--- config.mk ---
export PLATFORM = sky130hd
export DESIGN_NAME = branch_cmp_unit
export DESIGN_NICKNAME = d
export VERILOG_FILES = /design/src/rtl/branch_cmp_unit_pkg.sv /design/src/rtl/branch_cmp_unit_cmp_core.sv /design/src/rtl/branch_cmp_unit.sv
export SDC_FILE = /design/constraint.sdc
export NUM_CORES = 1
export LEC_CHECK = 0
export BUFFER_PORTS_ARGS = -buffer_cell sky130_fd_sc_hd__buf_2
export CORE_ASPECT_RATIO = 0.8
export CORE_MARGIN = 2
export CORE_UTILIZATION = 45
export DETAILED_ROUTE_END_ITERATION = 8
export PLACE_DENSITY = 0.84
export SLEW_MARGIN = 20
export SYNTH_ARGS = -nofsm -noshare
export SYNTH_HDL_FRONTEND = slang
export SYNTH_SLANG_ARGS = --single-unit
--- constraint.sdc ---
create_clock -name clk -period 2.15 [get_ports clk]
set_input_delay 0 -clock clk [delete_from_list [all_inputs] [get_ports clk]]
set_output_delay 0 -clock clk [all_outputs]
set_load 0.05 [all_outputs]
--- src/rtl/branch_cmp_unit_pkg.sv ---
// Shared definitions for the branch-condition unit.
// Holds the compare-mode encoding used by the compare core, the top level
// and the controller's branch decoder.
package branch_cmp_unit_pkg;

    // Compare modes as they appear on the 3-bit op port.
    typedef enum logic [2:0] {
        CMP_EQ  = 3'd0,  // A == B
        CMP_NE  = 3'd1,  // A != B
        CMP_LEZ = 3'd2,  // A <= 0 (signed)
        CMP_GTZ = 3'd3,  // A >  0 (signed)
        CMP_LTZ = 3'd4,  // A <  0 (signed)
        CMP_GEZ = 3'd5,  // A >= 0 (signed)
        CMP_LT  = 3'd6,  // signed   A < B
        CMP_LTU = 3'd7   // unsigned A < B
    } cmp_op_e;

    localparam int OP_W = 3;

endpackage

--- src/rtl/branch_cmp_unit_cmp_core.sv ---
// cmp_core: purely combinational branch-condition evaluator.
// Ports:
//   op   in  3      compare mode (cmp_op_e encoding)
//   A    in  WIDTH  operand rs
//   B    in  WIDTH  operand rt (unused by the zero-compare modes)
//   cond out 1      condition result
module cmp_core
    import branch_cmp_unit_pkg::*;
#(
    parameter int WIDTH = 32
) (
    input  logic [OP_W-1:0]  op,
    input  logic [WIDTH-1:0] A,
    input  logic [WIDTH-1:0] B,
    output logic             cond
);

    logic a_neg;
    logic a_zero;

    // Zero-compares treat A as two's complement: the MSB is the sign.
    assign a_neg  = A[WIDTH-1];
    assign a_zero = (A == '0);

    always_comb begin
        // NOTE: default assignment first so every path drives cond and no latch is inferred.
        cond = 1'b0;
        case (cmp_op_e'(op))
            CMP_EQ:  cond = (A == B);
            CMP_NE:  cond = (A != B);
            CMP_LEZ: cond = a_neg | a_zero;
            CMP_GTZ: cond = ~a_neg & ~a_zero;
            CMP_LTZ: cond = a_neg;
            CMP_GEZ: cond = ~a_neg;
            CMP_LT:  cond = ($signed(A) < $signed(B));
            CMP_LTU: cond = (A < B);
            default: cond = 1'b0;
        endcase
    end

endmodule

--- src/rtl/branch_cmp_unit.sv ---
// branch_cmp_unit: branch-condition unit for the MIPS pipeline.
// Provides a combinational condition for early (D-stage) resolution, a
// registered stall/flush-aware result with misprediction flag, and three
// saturating statistics counters.
// Ports:
//   clk         in   1      rising-edge clock
//   reset       in   1      synchronous active-low reset
//   in_valid    in   1      A/B/op/pred_taken describe a real branch
//   op          in   3      compare mode
//   A, B        in   WIDTH  operands (already forwarded)
//   pred_taken  in   1      front-end prediction
//   hold        in   1      stall: registered state keeps its value
//   flush       in   1      squash: registered result cleared (beats hold)
//   clr_cnt     in   1      synchronous clear of all counters (beats accept)
//   cond        out  1      combinational condition
//   res_valid   out  1      registered: a result is held
//   taken       out  1      registered: resolved taken
//   mispredict  out  1      registered: outcome differs from prediction
//   br_cnt      out  CNT_W  branches resolved (saturating)
//   taken_cnt   out  CNT_W  branches taken (saturating)
//   miss_cnt    out  CNT_W  mispredictions (saturating)
module branch_cmp_unit
    import branch_cmp_unit_pkg::*;
#(
    parameter int WIDTH = 32,
    parameter int CNT_W = 16
) (
    input  logic             clk,
    input  logic             reset,
    input  logic             in_valid,
    input  logic [OP_W-1:0]  op,
    input  logic [WIDTH-1:0] A,
    input  logic [WIDTH-1:0] B,
    input  logic             pred_taken,
    input  logic             hold,
    input  logic             flush,
    input  logic             clr_cnt,
    output logic             cond,
    output logic             res_valid,
    output logic             taken,
    output logic             mispredict,
    output logic [CNT_W-1:0] br_cnt,
    output logic [CNT_W-1:0] taken_cnt,
    output logic [CNT_W-1:0] miss_cnt
);

    localparam logic [CNT_W-1:0] CNT_MAX = '1;

    logic accept;
    logic miss;

    cmp_core #(.WIDTH(WIDTH)) u_cmp_core (
        .op   (op),
        .A    (A),
        .B    (B),
        .cond (cond)
    );

    // A branch is consumed only when neither squashed nor stalled.
    assign accept = in_valid & ~flush & ~hold;
    assign miss   = cond ^ pred_taken;

    // Result register: reset > flush > hold > load.
    always_ff @(posedge clk) begin
        // NOTE: sequential state uses non-blocking assignments so every register samples pre-edge values.
        if (!reset) begin
            res_valid  <= 1'b0;
            taken      <= 1'b0;
            mispredict <= 1'b0;
        end else if (flush) begin
            res_valid  <= 1'b0;
            taken      <= 1'b0;
            mispredict <= 1'b0;
        end else if (!hold) begin
            res_valid  <= in_valid;
            taken      <= in_valid & cond;
            mispredict <= in_valid & miss;
        end
    end

    // Saturating counters: clear wins over an accept on the same edge.
    always_ff @(posedge clk) begin
        if (!reset || clr_cnt) begin
            br_cnt <= '0;
        end else if (accept && br_cnt != CNT_MAX) begin
            br_cnt <= br_cnt + 1'b1;
        end
    end

    always_ff @(posedge clk) begin
        if (!reset || clr_cnt) begin
            taken_cnt <= '0;
        end else if (accept && cond && taken_cnt != CNT_MAX) begin
            taken_cnt <= taken_cnt + 1'b1;
        end
    end

    always_ff @(posedge clk) begin
        if (!reset || clr_cnt) begin
            miss_cnt <= '0;
        end else if (accept && miss && miss_cnt != CNT_MAX) begin
            miss_cnt <= miss_cnt + 1'b1;
        end
    end

endmodule

==> results of run 1 <==
cells by family after synthesis:
logic type,count (synthesis),synth area share
buffers and inverters,48,0.0576
muxes,1,0.00301
AOI/OAI and AO/OA,68,0.130
xor gates and xnor gates,33,0.0870
DFF,51,0.307
and+or+nand+nor,183,0.284
adders and majority gates,35,0.132
what timing repair did:
action | in CTS | in global routing
pin swaps | 22 | 30
endpoints found under the setup margin | 24 | 43
setup buffers | 9 | 16
gates resized for setup | 47 | 75
endpoints found under the hold margin | 2 | 0
hold buffers | 1 | 0
cloned | 2 | 2
registers in the layout, indices dropped and copies added, names as in the netlist:
register	cells
res_valid	1
taken	1
taken_cnt	16
br_cnt	16
miss_cnt	16
mispredict	1
cell usage after synthesis, types with 3 or more instances:
cell type  count
nand2_1       30
dfxtp_1       51
nor2_1        45
o21ai_0       17
or4_1          5
nor4_1        13
nand2b_1       5
and3_1         8
a21o_1         3
ha_1          35
clkbuf_1       9
inv_1         36
xor2_1        13
a21oi_1       29
nand4_1       15
nand3_1       24
or3_1         11
xnor2_1       20
and4_1         3
nor3_1        14
power by group through the flow:
stage / Clock [uW] / Sequential (uW) / Combinational [uW]
after detailed placement: 0 / 954 / 410
after floorplan: 0 / 964 / 206
after global placement: 0 / 954 / 391
after global routing: 837 / 933 / 632
final: 819 / 933 / 593
after CTS: 812 / 932 / 475
critical path, stage by stage:
cell and delay [ps]:
buf_2 100, inv_2 40, ha_4 260, nand4_1 130, nor4_4 430, a32oi_4 170
xor2_2 190, o22ai_4 230, nor3_4 80, buf_6 130, buf_4 130, buf_6 110
nor2_4 140, buf_6 150, xor2_2 140, nor2_1 60
path summary, 6_finish.rpt:
path / cells past startpoint / start / end / slack (ps)
max: 16 / B[17] / miss_cnt[0] / -140
min reg2reg: 2 / res_valid / res_valid / 490
max reg2reg: 10 / miss_cnt[1] / miss_cnt[6] / -40
min: 3 / flush / mispredict / 2
metrics by stage:
stage | hold WS, ps | instance area, sq um | utilization | TNS, ps | setup slack (ps)
floorplan | 139 | 3500 | - | -274 | -48.3
global placement | 262 | 4560 | 0.650 | -8520 | -392
detailed placement | 290 | 4560 | 0.650 | -11270 | -505
CTS | 0.0783 | 5090 | 0.724 | -94.7 | -34.3
global route | 22.7 | 5580 | 0.795 | -5020 | -246
finish | 1.55 | 5580 | 0.795 | -1660 | -142
routing by layer:
metal	wire [microns]	part of all wire	GRT usage
met2	6460	0.50	0.497
met3	792	0.062	0.0508
met4	634	0.049	0.119
met1	4950	0.39	0.323
met5	0	0	0
cell type report:
class	instances	area, sq um	area share
multi-input cells	323	2760	0.495
clock inverters	3	67.6	0.0121
inverters	36	145	0.0260
clock buffers	5	68.8	0.0123
repair buffers	203	1350	0.241
well taps	87	109	0.0195
flip-flops and latches	51	1080	0.194
==> results.py, run 1 <==
metrics = {
    "job": {
        "max_cap_viol_count": 0,
    },
    "place": {
        "port_buffers": 125,
        "hpwl_microns": 7840,
        "globalplace.congestion": 0.925,
        "dp.cells": 671,
    },
    "synth": {
        "synth.largest_area_cell": "dfxtp_1",
        "ys.flop_type": "dfxtp_1",
        "avgSynthCellArea_sq_um": 7.93,
        "synth_cells": 419,
        "synthArstFlopShare": 0,
        "synth_area_leaders": "dfxtp_1 (31%), ha_1 (13%), xnor2_1 (5.3%)",
        "yosys_warnings": 0,
        "ys_seq_area_frac": 0.307,
        "synth_top_area_frac": 0.307,
        "yosysUniqueCellTypes": 48,
        "synth.net_count": 528,
        "syn-cell-area_sq_um": 3320,
        "synth_seq_cells": 51,
        "synth_edf_count": 0,
    },
    "floorplanning": {
        "ioPinCount": 126,
        "die_w_microns": 100,
        "core_sq_um": 7030,
        "die-area_sq_um": 8090,
        "initial_core_util": 0.473,
        "row_count": 27,
        "die_y_microns": 80.9,
    },
    "timing": {
        "worst_slew_pin_slew_ps": 769,
        "fin_ws_ps": -142,
        "setup_viol": 26,
        "max_freq_mhz": 436,
        "rsz0062_at_grt": "yes",
        "slew_headroom": 0.486,
        "fin_crit_sh": 1.07,
        "layout_min_cycle_time_ps": 2290,
        "clock_skew_ps": 7.22,
        "finalHoldViolations": 0,
        "drv_slew": 0,
    },
    "layout": {
        "fillerInstances": 419,
        "layout_common_cells": "buf_2 (112), buf_4 (70), nor2_1 (41), nand2_1 (28), dfxtp_1 (27)",
        "num-nets-final": 729,
        "drive_gt1_frac": 0.531,
        "final_common_cell": "buf_2",
        "diodes": 0,
        "syn2layout_area_growth_pct": 68.1,
        "fin_cells": 708,
    },
    "pwr": {
        "power_density_nw_per_um2": 420,
        "switching_share": 0.285,
        "internal_power_uw": 1680,
        "switching_power_uw": 667,
        "power_frac_seq": 0.398,
        "p_comb_frac": 0.253,
        "peakVddDrop_mv": 0.367,
        "p_clk_frac": 0.349,
        "p_leak_uw": 0.00245,
        "finalPower_uw": 2340,
    },
    "worst_setup_path": {
        "end_kind": "flip-flop",
        "cp.arrival_ps": 2490,
        "path_class": "in -> reg",
        "start_kind": "input port",
        "worst_ep_required_time_ps": 2340,
        "worstPathMaxFanout": 5,
    },
    "cts": {
        "cts_tree": "done",
        "root_buffer": "clkbuf_8",
        "cts_max_level": 2,
        "insertion_delay_ps": 310,
        "clockBufferDepth": 2,
        "clkSinkCount": 51,
        "cts_made_buffers": 5,
        "path_clk_slew_ps": 100,
    },
    "grt": {
        "track_usage": 0.276,
        "grt_pass1_vias": 3863,
        "grt_antenna_before_repair": 0,
        "grt_max_degree": 41,
        "grt_overflow": 0,
        "grt_pass1_wl_microns": 17900,
    },
    "drt": {
        "drc": 0,
        "wire_per_inst_microns": 18.1,
        "initialDrtViolationCount": 220,
        "routed_via_density": 5.85,
        "drt-pass1-iter-count": 5,
        "routed_wl_microns": 12800,
        "antenna_left": 0,
        "vias": 4145,
    },
    "run_status": {
        "violations": "negative setup slack",
        "run_status": "finished with violations",
    },
    "worst_hold_path": {
        "hold_class": "in -> reg",
    },
}
(Power assumes the default switching activity.)
==> run 2: changes to the inputs <==
--- a/config.mk
+++ b/config.mk
@@ -7,10 +7,10 @@
 export LEC_CHECK = 0
 export BUFFER_PORTS_ARGS = -buffer_cell sky130_fd_sc_hd__buf_2
 export CORE_ASPECT_RATIO = 0.8
-export CORE_MARGIN = 2
 export CORE_UTILIZATION = 45
 export DETAILED_ROUTE_END_ITERATION = 8
 export PLACE_DENSITY = 0.84
+export RECOVER_POWER = 100
 export SLEW_MARGIN = 20
 export SYNTH_ARGS = -nofsm -noshare
 export SYNTH_HDL_FRONTEND = slang
==> run 2 against run 1 <==
Net effect: the run ends with design-rule violations, negative setup slack left; via count stayed put; die area fell by 4.4%; clock skew is 2.6 ps lower; sequential power is essentially flat; setup slack worse by 16 ps; fmax decreased by 0.71%; cell count down 0.85%; final area decreased by 1.9%; clock power shrank 30%.
==> results.py, run 2 (synthesis results as in run 1) <==
metrics = {
    "floorplanning": {
        "ioPinCount": 126,
        "initial_core_util": 0.473,
        "core_sq_um": 7030,
        "row_count": 27,
        "die_w_microns": 98.1,
        "die_y_microns": 78.9,
        "die-area_sq_um": 7730,
    },
    "grt": {
        "grt_pass1_wl_microns": 17900,
        "grt_overflow": 0,
        "track_usage": 0.288,
        "grt_pass1_vias": 3964,
        "grt_max_degree": 41,
        "grt_antenna_before_repair": 0,
    },
    "worst_setup_path": {
        "end_kind": "flip-flop",
        "worstPathMaxFanout": 5,
        "crit_buf_inv": 2,
        "max_stage_delay_ps": 480,
        "path_class": "in -> reg",
        "critPathTopFamily": "simple AND/OR/NAND/NOR gates",
        "start_kind": "input port",
        "path_cells": "buf_6 -> inv_2 -> ha_4 -> nand4_1 -> nor4_4 -> a32oi_2 -> xor2_2 -> o22ai_4 -> o21a_4 -> nor2_4 -> or4_4 -> a21oi_2",
        "cpMaxStageDelayCell": "or4_4",
        "worst_ep_required_time_ps": 2390,
        "cp.arrival_ps": 2550,
    },
    "layout": {
        "drive_gt1_frac": 0.459,
        "top_regs": "br_cnt x16, miss_cnt x16, taken_cnt x16",
        "syn2layout_area_growth_pct": 64.9,
        "num-nets-final": 723,
        "layout_common_cells": "buf_2 (67), buf_4 (64), nor2_1 (42), clkbuf_1 (39), nand2_1 (28)",
        "final_common_cell": "buf_2",
        "fin_cells": 702,
        "fillerInstances": 437,
        "diodes": 0,
    },
    "drt": {
        "wl_met2_microns": 6620,
        "initialDrtViolationCount": 192,
        "drc": 4,
        "drt-pass1-iter-count": 7,
        "routed_via_density": 5.90,
        "vias": 4145,
        "wire_per_inst_microns": 18.7,
        "dr_wl_met3_microns": 755,
        "routed_wl_microns": 13100,
        "top_layer": "met4",
        "wl_met1_microns": 4970,
        "antenna_left": 0,
    },
    "cts": {
        "root_buffer": "clkbuf_8",
        "clkSinkCount": 51,
        "insertion_delay_ps": 320,
        "cts_made_buffers": 5,
        "cts_max_level": 2,
        "cts_tree": "done",
        "clockBufferDepth": 2,
        "path_clk_slew_ps": 100,
    },
    "job": {
        "max_cap_viol_count": 0,
    },
    "pwr": {
        "p_leak_uw": 0.00225,
        "peakVddDrop_mv": 0.340,
        "power_density_nw_per_um2": 388,
    },
    "place": {
        "globalplace.congestion": 0.935,
        "hpwl_microns": 7930,
        "dp.cells": 672,
        "port_buffers": 125,
    },
    "timing": {
        "layout_min_cycle_time_ps": 2310,
        "drv_slew": 0,
        "setup_viol": 31,
        "whs_ps": 6.77,
        "fin_crit_sh": 1.07,
        "rsz0062_at_grt": "yes",
        "fin_ws_ps": -158,
        "slew_headroom": 0.492,
        "finalHoldViolations": 0,
        "worst_slew_pin_slew_ps": 760,
        "clock_skew_ps": 4.59,
        "max_freq_mhz": 433,
    },
    "run_status": {
        "run_status": "finished with violations",
        "violations": "design-rule violations, negative setup slack",
    },
    "worst_hold_path": {
        "hold_class": "in -> reg",
    },
}
-- run 2: cell count changes in the layout (fill, tap and decap cells not counted), moves of 3 or more --
| cell | delta |
|---|---|
| buf_8 | +3 |
| buf_2 | -45 |
| o21ai_1 | +3 |
| buf_4 | -6 |
| buf_6 | +3 |
| clkbuf_1 | +39 |
-- run 2: through the flow --
stage	cell area (sq um)	setup TNS [ps]	power [uW]	worst slack, ps	util
finish	5480	-2440	2130	-158	0.780
global route	5480	-5170	2190	-270	0.780
CTS	4990	-548	1970	-76.8	0.711
detailed placement	4570	-13650	1370	-560	0.651
global placement	4570	-9490	1350	-436	0.651
floorplan	3500	-274	1170	-48.3	-
-- run 2: final timing paths --
path	start	end	slack, ps	cells after the start
setup / recovery	B[24]	miss_cnt[5]	-160	12
hold / removal	flush	mispredict	7	3
setup reg to reg	taken_cnt[5]	taken_cnt[2]	-110	10
hold reg to reg	res_valid	res_valid	490	2
-- run 2: area by class of cell --
type                            count  area, sq um  share of cell area
Clock buffer                        5         68.8              0.0126
Clock inverter                      3         20.0             0.00365
Inverter                           36          145              0.0265
Multi-Input combinational cell    323         2750               0.502
Sequential cell                    51         1080               0.198
Tap cell                           87          109              0.0199
Timing Repair Buffer              197         1300               0.238
-- run 2: where the power goes --
group          internal (uW)  switching [uW]
combinational            297             324
clock                    227             345
sequential               930            2.27
-- run 2: tightest hold or removal path, cell delays in order --
cell and delay (ps):
buf_2 90, nand2b_1 140, nor2_1 60
-- run 2: what timing repair did --
action                                  in CTS  in global routing
setup buffers                               10                  8
hold buffers                                 1                  0
gates cloned                                 3                  1
endpoints found under the setup margin      33                 41
resized for setup                           43                 93
hold endpoints to repair                     2                  0
pin swaps                                   30                 38
-- run 2: routing by layer --
| metal | global-route usage | up-vias |
|---|---|---|
| met5 | 0 | - |
| met4 | 0.159 | 0 |
| met3 | 0.0502 | 81 |
| met2 | 0.520 | 217 |
| met1 | 0.324 | 1967 |
| li1 | - | 1880 |
==> run 3: changes to the inputs <==
--- a/config.mk
+++ b/config.mk
@@ -9,7 +9,8 @@
 export CORE_ASPECT_RATIO = 0.8
 export CORE_UTILIZATION = 45
 export DETAILED_ROUTE_END_ITERATION = 8
-export PLACE_DENSITY = 0.84
+export HOLD_SLACK_MARGIN = 0.06
+export PLACE_DENSITY = 0.87
 export RECOVER_POWER = 100
 export SLEW_MARGIN = 20
 export SYNTH_ARGS = -nofsm -noshare
==> run 3 against run 2 <==
Net effect: the flow still finishes with violations (design-rule violations, negative setup slack); via count increased by 3.4%; utilization down 0.64 points; first-iteration DRC count grew 63%; register-to-register slack got worse by 90 ps; sequential power hardly changed; setup slack got worse by 150 ps; power down 0.60%; wire length up 5.6%; die area did not move; sequential share of layout area rose by 0.095 points; largest cell class unchanged; largest power group unchanged.
==> results.py, run 3 (synthesis results as in run 1) <==
metrics = {
    "timing": {
        "setup_viol": 39,
        "worst_slew_pin_slew_ps": 784,
        "fin_ws_ps": -305,
        "max_freq_mhz": 407,
        "slew_headroom": 0.476,
        "clock_skew_ps": 5.93,
        "fin_crit_sh": 1.14,
        "finalHoldViolations": 0,
        "fin_tns_setup_ps": -5890,
        "layout_min_cycle_time_ps": 2460,
        "drv_slew": 0,
        "rsz0062_at_grt": "yes",
    },
    "layout": {
        "top_regs": "br_cnt x16, miss_cnt x16, taken_cnt x16",
        "fillerInstances": 457,
        "layout_common_cells": "buf_4 (67), buf_2 (57), clkbuf_1 (52), nor2_1 (42), nand2_1 (29)",
        "drive_gt1_frac": 0.420,
        "syn2layout_area_growth_pct": 63.5,
        "multi_input_area_sq_um": 2660,
        "num-nets-final": 730,
        "stdcell_area_sq_um": 5430,
        "final_common_cell": "buf_4",
        "diodes": 0,
        "ff_latch_area_sq_um": 1080,
    },
    "drt": {
        "routed_wl_microns": 13800,
        "routed_via_density": 6.05,
        "vias": 4288,
        "initialDrtViolationCount": 312,
        "wire_per_inst_microns": 19.5,
        "drc": 6,
        "drt-pass1-iter-count": 7,
        "antenna_left": 0,
    },
    "worst_setup_path": {
        "crit_buf_inv": 3,
        "cpMaxStageDelayCell": "o41ai_1",
        "path_cells": "buf_2 -> ha_1 -> buf_4 -> a21oi_2 -> a211oi_1 -> o41ai_1 -> a41o_2 -> o21a_4 -> nor2_4 -> buf_4 -> o31ai_1 -> a21oi_2",
        "max_stage_delay_ps": 510,
        "worstPathMaxFanout": 4,
        "end_kind": "flip-flop",
        "path_class": "in -> reg",
        "r2r_slack_ps": -200,
        "worst_ep_required_time_ps": 2330,
        "critPathTopFamily": "compound AO/OA/AOI/OAI gates",
        "cp.arrival_ps": 2640,
        "start_kind": "input port",
    },
    "place": {
        "place_area_sq_um": 4600,
        "hpwl_microns": 8040,
        "port_buffers": 125,
        "globalplace.congestion": 0.920,
        "place_ws_ps": -477,
    },
    "pwr": {
        "power_density_nw_per_um2": 389,
        "peakVddDrop_mv": 0.342,
        "finalPower_uw": 2110,
        "p_leak_uw": 0.00221,
    },
    "cts": {
        "insertion_delay_ps": 300,
        "cts_made_buffers": 5,
        "cts_tree": "done",
        "path_clk_slew_ps": 100,
        "cts_max_level": 2,
        "clockBufferDepth": 2,
        "root_buffer": "clkbuf_8",
        "clkSinkCount": 51,
    },
    "floorplanning": {
        "die-area_sq_um": 7730,
        "initial_core_util": 0.473,
        "ioPinCount": 126,
        "die_y_microns": 78.9,
        "die_w_microns": 98.1,
        "core_sq_um": 7030,
        "row_count": 27,
    },
    "grt": {
        "grt_pass1_wl_microns": 19100,
        "grt_max_degree": 39,
        "track_usage": 0.309,
        "grt_pass1_vias": 4155,
        "grt_overflow": 0,
        "grt_antenna_before_repair": 0,
    },
    "worst_hold_path": {
        "hold_class": "in -> reg",
    },
    "run_status": {
        "run_status": "finished with violations",
        "violations": "design-rule violations, negative setup slack",
    },
    "job": {
        "max_cap_viol_count": 0,
    },
}
==> run 3: cell count changes in the layout (fill, tap and decap cells not counted), sizes merged <==
cell and change:
nor2 -1, buf -11, dlygate4sd3 +5, clkbuf +14
==> run 3: worst reg2reg max path, stage by stage (launching register included) <==
cell and delay (ps):
dfxtp_4 360, and3_1 210, nand3_2 130, nor3_4 70
or3b_4 410, nor3_4 210, buf_6 130, nor2_4 60
buf_4 150, o31ai_1 400, a21oi_2 100
==> run 3: final timing paths <==
kind	start	endpoint	cells past startpoint
worst min register to register	miss_cnt[10]	miss_cnt[10]	2
worst min-delay path	hold	mispredict	3
worst max register to register	miss_cnt[5]	miss_cnt[13]	10
worst max-delay path	A[7]	miss_cnt[13]	12
==> run 3: where the power goes <==
part	internal, uW	leakage, uW	switching, uW	total (uW)
clock network	227	0.0000402	334	562
registers	931	0.000426	2.41	934
logic	298	0.00175	319	617
==> run 3: routing by layer <==
metal,vias up,wire [microns],track usage
met2,272,6700,0.546
met4,0,876,0.188
met5,-,0,0
met3,100,1000,0.0687
met1,2010,5270,0.342
li1,1906,-,-
==> run 3: final cells by class <==
type	count	area share
Multi-Input combinational cell	322	0.489
Clock buffer	5	0.0127
Sequential cell	51	0.199
Clock inverter	3	0.00368
Timing Repair Buffer	205	0.249
Inverter	36	0.0267
Tap cell	87	0.0200
==> run 3: what timing repair did <==
action / CTS / global route
setup endpoints to repair: 21 / 40
gates cloned: 2 / 2
pin swaps: 32 / 33
resized for setup: 56 / 52
setup buffers: 10 / 5
hold buffers: 6 / 0
hold endpoints to repair: 6 / 0
==> run 3: through the flow <==
step                      cells   util  hold slack (ps)
after floorplan             419      -              139
after global placement      676  0.655              266
after detailed placement    676  0.655              280
after CTS                   702  0.741             92.7
after global routing        709  0.773             91.0
final                       709  0.773              104
